<file path="src/rtl/pc_fetch_ctrl_pkg.sv">
// Shared types and defaults for the PC / fetch-control stage.
// Holds the FSM state encoding and the address/index widths used by the top.
package pc_fetch_ctrl_pkg;

  typedef enum logic [1:0] {
    ST_IDLE = 2'd0,
    ST_RUN  = 2'd1,
    ST_DONE = 2'd2
  } state_t;

  localparam int DEF_D          = 12;
  localparam int DEF_START_ADDR = 0;
  localparam int LUT_IDX_W      = 8;

endpackage

</file>
<file path="src/rtl/pc_fetch_ctrl_pc_next_sel.sv">
// Combinational next-PC selection: hold, absolute branch target, or pc+1.
// Flags the modulo wrap of the sequential increment; a branch target never wraps.
module pc_fetch_ctrl_pc_next_sel #(
  parameter int D = 12
) (
  input  logic [D-1:0] i_pc,
  input  logic [D-1:0] i_lut_target,
  input  logic         i_hold,
  input  logic         i_take_branch,
  output logic [D-1:0] o_pc_next,
  output logic         o_wrap
);

  logic [D-1:0] w_pc_inc;

  assign w_pc_inc = i_pc + {{(D-1){1'b0}}, 1'b1};

  always_comb begin
    o_pc_next = i_pc;
    o_wrap    = 1'b0;
    if (i_hold) begin
      o_pc_next = i_pc;
    end else if (i_take_branch) begin
      o_pc_next = i_lut_target;
    end else begin
      o_pc_next = w_pc_inc;
      o_wrap    = &i_pc;
    end
  end

endmodule

</file>
<file path="src/rtl/pc_fetch_ctrl.sv">
// Program counter and fetch sequencing ahead of the branch-target LUT and IMEM.
// Owns the IDLE/RUN/DONE FSM, the retired-instruction counter and the wrap flag.
module pc_fetch_ctrl
  import pc_fetch_ctrl_pkg::*;
#(
  parameter int D          = DEF_D,
  parameter int START_ADDR = DEF_START_ADDR,
  parameter int CW         = 16
) (
  input  logic                 clk,
  input  logic                 reset_n,
  input  logic                 start,
  input  logic                 halt,
  input  logic                 stall,
  input  logic                 branch_en,
  input  logic                 branch_taken,
  input  logic [LUT_IDX_W-1:0] branch_idx,
  output logic [LUT_IDX_W-1:0] lut_addr,
  input  logic [D-1:0]         lut_target,
  output logic [D-1:0]         pc,
  output logic                 fetch_en,
  output logic                 done,
  output logic [CW-1:0]        instr_count,
  output logic                 wrap_err,
  output logic [1:0]           dbg_state
);

  localparam logic [D-1:0] L_START = D'(START_ADDR);

  state_t        r_state;
  state_t        w_state_next;
  logic [D-1:0]  r_pc;
  logic [CW-1:0] r_count;
  logic          r_wrap_err;

  logic [D-1:0]  w_pc_next;
  logic          w_wrap;
  logic          w_advance;
  logic          w_load_start;
  logic [CW-1:0] w_count_inc;

  // Handshake: start is a one-cycle pulse honoured only in IDLE or DONE; done is a
  // level that stays high in DONE until the cycle after the next accepted start.
  assign w_advance    = (r_state == ST_RUN) && !stall;
  assign w_load_start = (r_state != ST_RUN) && start;
  assign w_count_inc  = (&r_count) ? r_count : r_count + {{(CW-1){1'b0}}, 1'b1};

  pc_fetch_ctrl_pc_next_sel #(
    .D (D)
  ) u_pc_next_sel (
    .i_pc          (r_pc),
    .i_lut_target  (lut_target),
    .i_hold        (halt),
    .i_take_branch (branch_en && branch_taken),
    .o_pc_next     (w_pc_next),
    .o_wrap        (w_wrap)
  );

  always_comb begin
    w_state_next = r_state;
    case (r_state)
      ST_IDLE: if (start) w_state_next = ST_RUN;
      ST_RUN:  if (!stall && halt) w_state_next = ST_DONE;
      ST_DONE: if (start) w_state_next = ST_RUN;
      default: w_state_next = ST_IDLE;
    endcase
  end

  always_ff @(posedge clk or negedge reset_n) begin
    if (!reset_n) begin
      r_state    <= ST_IDLE;
      r_pc       <= L_START;
      r_count    <= '0;
      r_wrap_err <= 1'b0;
    end else begin
      r_state <= w_state_next;
      if (w_load_start) begin
        r_pc       <= L_START;
        r_count    <= '0;
        r_wrap_err <= 1'b0;
      end else if (w_advance) begin
        r_pc    <= w_pc_next;
        r_count <= w_count_inc;
        if (w_wrap) r_wrap_err <= 1'b1;
      end
    end
  end

  assign lut_addr    = branch_idx;
  assign pc          = r_pc;
  assign instr_count = r_count;
  assign wrap_err    = r_wrap_err;
  assign fetch_en    = (r_state == ST_RUN);
  assign done        = (r_state == ST_DONE);
  assign dbg_state   = r_state;

endmodule

</file>
<file path="config.mk">
export PLATFORM = sky130hd
export DESIGN_NAME = pc_fetch_ctrl
export DESIGN_NICKNAME = d
export VERILOG_FILES = /design/src/rtl/pc_fetch_ctrl_pkg.sv /design/src/rtl/pc_fetch_ctrl_pc_next_sel.sv /design/src/rtl/pc_fetch_ctrl.sv
export SDC_FILE = /design/constraint.sdc
export NUM_CORES = 1
export LEC_CHECK = 0
export ABC_CLOCK_PERIOD_IN_PS = 4800
export BUFFER_PORTS_ARGS = -buffer_cell sky130_fd_sc_hd__buf_2
export CORE_MARGIN = 2
export CORE_UTILIZATION = 50
export DETAILED_ROUTE_END_ITERATION = 10
export PLACE_DENSITY = 0.84
export SLEW_MARGIN = 5
export SYNTH_ARGS = -nofsm -noshare
export SYNTH_HDL_FRONTEND = slang
export SYNTH_HIERARCHICAL = 1
export SYNTH_SLANG_ARGS = --single-unit
</file>
<file path="constraint.sdc">
create_clock -name clk -period 4.8 [get_ports clk]
set_input_delay 0.48 -clock clk [delete_from_list [all_inputs] [get_ports clk]]
set_output_delay 0.48 -clock clk [all_outputs]
set_load 0.05 [all_outputs]
</file>
==> impl_metrics.py <==
metrics = {
    "route": {
        "vias_per_cell": 6.360,
        "dr.pass1.iters": 4,
        "drtAntennaViolNets": 0,
        "avgRoutedWirePerCell_um": 15.62,
        "drc": 0,
        "routed_wl_um": 4905,
        "first_iter_violations": 118,
        "dr_total_vias": 1997,
    },
    "clock_network": {
        "root_buffer": "clkbuf_8",
        "cts_resized": 0,
        "cts_sinks": 31,
        "insertion_delay_ns": 0.28,
        "postCtsHoldBufs": 0,
        "htreeDepth": 2,
        "cts_setup_buffers": 0,
        "cts_tree": "built",
        "cts-buffers-inserted": 5,
        "clk_pin_slew_worst_paths_ns": 0.06,
        "clk_path_buf_depth": 2,
    },
    "global_routing": {
        "grt_pass1_wl_um": 8355,
        "antenna_found_initial": 0,
        "grt.overflow.total": 0,
        "grt_max_degree": 32,
        "grt_pass1_vias": 1833,
        "track_usage_pct": 24.00,
    },
    "synth": {
        "synth-seq-cells": 31,
        "synth_top_cell_by_area": "dfrtp_1",
        "synth_fp_nets": 253,
        "synth_edf_count": 0,
        "yosysWarningCount": 6,
        "async_flop_share_pct": 100.0,
        "syn-mean-instance-area_um2": 8.898,
        "syn_area_um2": 1993,
        "synth_area_leaders": "dfrtp_1 (39%), a22o_1 (5.7%), a21oi_1 (4.5%), nand2_1 (4.0%), buf_4 (3.0%)",
        "yosysSeqAreaShare_pct": 38.92,
        "synth.distinct_cells": 49,
        "synth_top_area_share_pct": 38.92,
        "syn_inst": 224,
        "synth-main-ff-cell": "dfrtp_1",
    },
    "power": {
        "ir_worst_vdd_mv": 0.2985,
        "finalPower_w": 0.001145,
        "power_leakage_nw": 1.067,
        "p_per_area_nw_per_um2": 495.5,
    },
    "cells_and_area": {
        "antenna-diode-count": 0,
        "multiInputGateArea_um2": 1087,
        "regArea_um2": 775.7,
        "layout-drive-gt1-share_pct": 27.07,
        "final_common_cell": "buf_2",
        "final_cell_mix": "buf_2 (51), dfrtp_1 (31), nand2_1 (21)",
        "synthToLayoutAreaGrowth_pct": 15.94,
        "fin_nets": 295,
        "fillers": 345,
    },
    "die": {
        "ios": 68,
        "dieArea_um2": 4507,
        "num_rows": 22,
        "fp.dieH_um": 67.14,
        "die_x_um": 67.14,
        "initial_core_util_pct": 53.24,
        "coreArea_um2": 3744,
    },
    "placement": {
        "io_buffer_count": 51,
        "dp_hpwl_um": 3500,
        "routabilityCongestion": 0.9131,
        "preCtsSetupSlack_ns": 2.506,
    },
    "critical_path": {
        "crit_buf_inv": 0,
        "r2r-start": "instr_count[0]",
        "setup.worst_path.end_class": "flip-flop",
        "cp_cell_sequence": "ha_1, nand4_1, nor4_1, nand2_1, a31oi_1",
        "cp_max_fo": 7,
        "cp.arrival_ns": 2.45,
        "cp_slowest_cell": "nor4_1",
        "cp.required_ns": 4.99,
        "critical_path_class": "reg -> reg",
        "cp-start-kind": "flip-flop",
        "cp_top_family": "simple AND/OR/NAND/NOR gates",
        "r2r_setup_slack_ns": 2.54,
        "rr_worst_depth": 5,
        "slowest_delay_ns": 0.65,
        "r2r_end": "instr_count[7]",
    },
    "sta": {
        "fin_crit_ns": 2.255,
        "drv_slew": 0,
        "fin_setup_tns_ns": 0,
        "fin_skew_ns": 0.006895,
        "max_freq_mhz": 443.4,
        "rsz0062_at_grt": "no",
        "slew_headroom_pct": 21.47,
        "finalWorstSetupSlack_ns": 2.545,
        "timing.hold.ws_ns": 0.2360,
        "setup_viol": 0,
        "timing.final.crit_share_pct": 46.98,
        "finalHoldViolCount": 0,
        "worst_pin_slew_ns": 1.178,
    },
    "run": {
        "drv_cap": 0,
    },
    "status": {
        "status": "complete, no violations",
    },
    "hold_path": {
        "hold_class": "in -> async",
    },
}
==> cell usage after synthesis, types with 2 or more instances <==
| master | n |
|---|---|
| a21oi_1 | 18 |
| a222oi_1 | 2 |
| a22o_1 | 13 |
| a22oi_1 | 3 |
| a31o_2 | 2 |
| a31oi_1 | 7 |
| and2_1 | 2 |
| and4_1 | 4 |
| buf_2 | 3 |
| buf_4 | 8 |
| clkbuf_1 | 5 |
| dfrtp_1 | 31 |
| ha_1 | 2 |
| inv_1 | 10 |
| mux2i_1 | 5 |
| nand2_1 | 21 |
| nand2b_1 | 2 |
| nand3_1 | 7 |
| nand3_2 | 2 |
| nand4_1 | 9 |
| nor2_1 | 9 |
| nor2b_1 | 2 |
| nor3_1 | 9 |
| nor3b_1 | 3 |
| nor4_1 | 4 |
| o21ai_0 | 11 |
| o22ai_1 | 2 |
| o31ai_1 | 4 |
| or3_1 | 2 |
| or4_1 | 3 |
==> metal layers <==
metal	vias up	global-route usage (%)	part of all wire, %
met3	6	5.000	6.8
met2	89	37.13	47
met1	967	32.76	45
met5	-	0	0
met4	0	9.949	1.3
li1	935	-	-
==> registers in the layout, indices dropped and copies added (netlist names) <==
signal / cells
dbg_state: 2
wrap_err: 1
instr_count: 16
pc: 12
==> final cells by class <==
| type | count | share of cell area (%) |
|---|---|---|
| clock inverter | 1 | 0.2166 |
| clock buffer | 6 | 3.573 |
| sequential | 31 | 33.57 |
| inverter | 10 | 1.624 |
| timing repair buffer | 52 | 11.37 |
| multi-input combinational | 166 | 47.05 |
| tap | 48 | 2.599 |
==> cell families (layout without fill, tap and decap cells) <==
| logic type | count (synthesis) | in the layout | share of synthesized area, % |
|---|---|---|---|
| compound gates | 70 | 70 | 23.98 |
| simple gates | 87 | 87 | 25.55 |
| buf+inv | 27 | 69 | 6.780 |
| fa+ha+maj | 2 | 2 | 1.255 |
| xor+xnor | 1 | 1 | 0.4395 |
| mux | 6 | 6 | 3.076 |
| flops | 31 | 31 | 38.92 |
==> metrics by stage <==
step	cell area, um^2	instances	utilization (%)
floorplan	1993	224	-
global placement	2223	307	59.39
detailed placement	2223	307	59.39
CTS	2311	314	61.73
global route	2311	314	61.73
finish	2311	314	61.73
==> worst max-delay path by stage <==
stage | from | cells after the start | slack, ns | end
3_5_place_dp | branch_en | 7 | 2.51 | pc[6]
6_report | instr_count[0] | 5 | 2.54 | instr_count[7]
3_3_place_gp | branch_en | 7 | 2.49 | pc[6]
5_1_grt | instr_count[0] | 5 | 2.29 | instr_count[7]
2_1_floorplan | dbg_state[0] | 4 | 2.48 | instr_count[9]
4_1_cts | instr_count[0] | 5 | 2.57 | instr_count[7]
==> where the power goes <==
part / internal [W] / switching [W] / total [W]
clock: 0.000112 / 0.0000891 / 0.000201
sequential: 0.000317 / 0.0000950 / 0.000411
combinational: 0.000147 / 0.000385 / 0.000532
total: 0.000576 / 0.000569 / 0.00115
No activity file was read; power rests on OpenSTA's default activity.
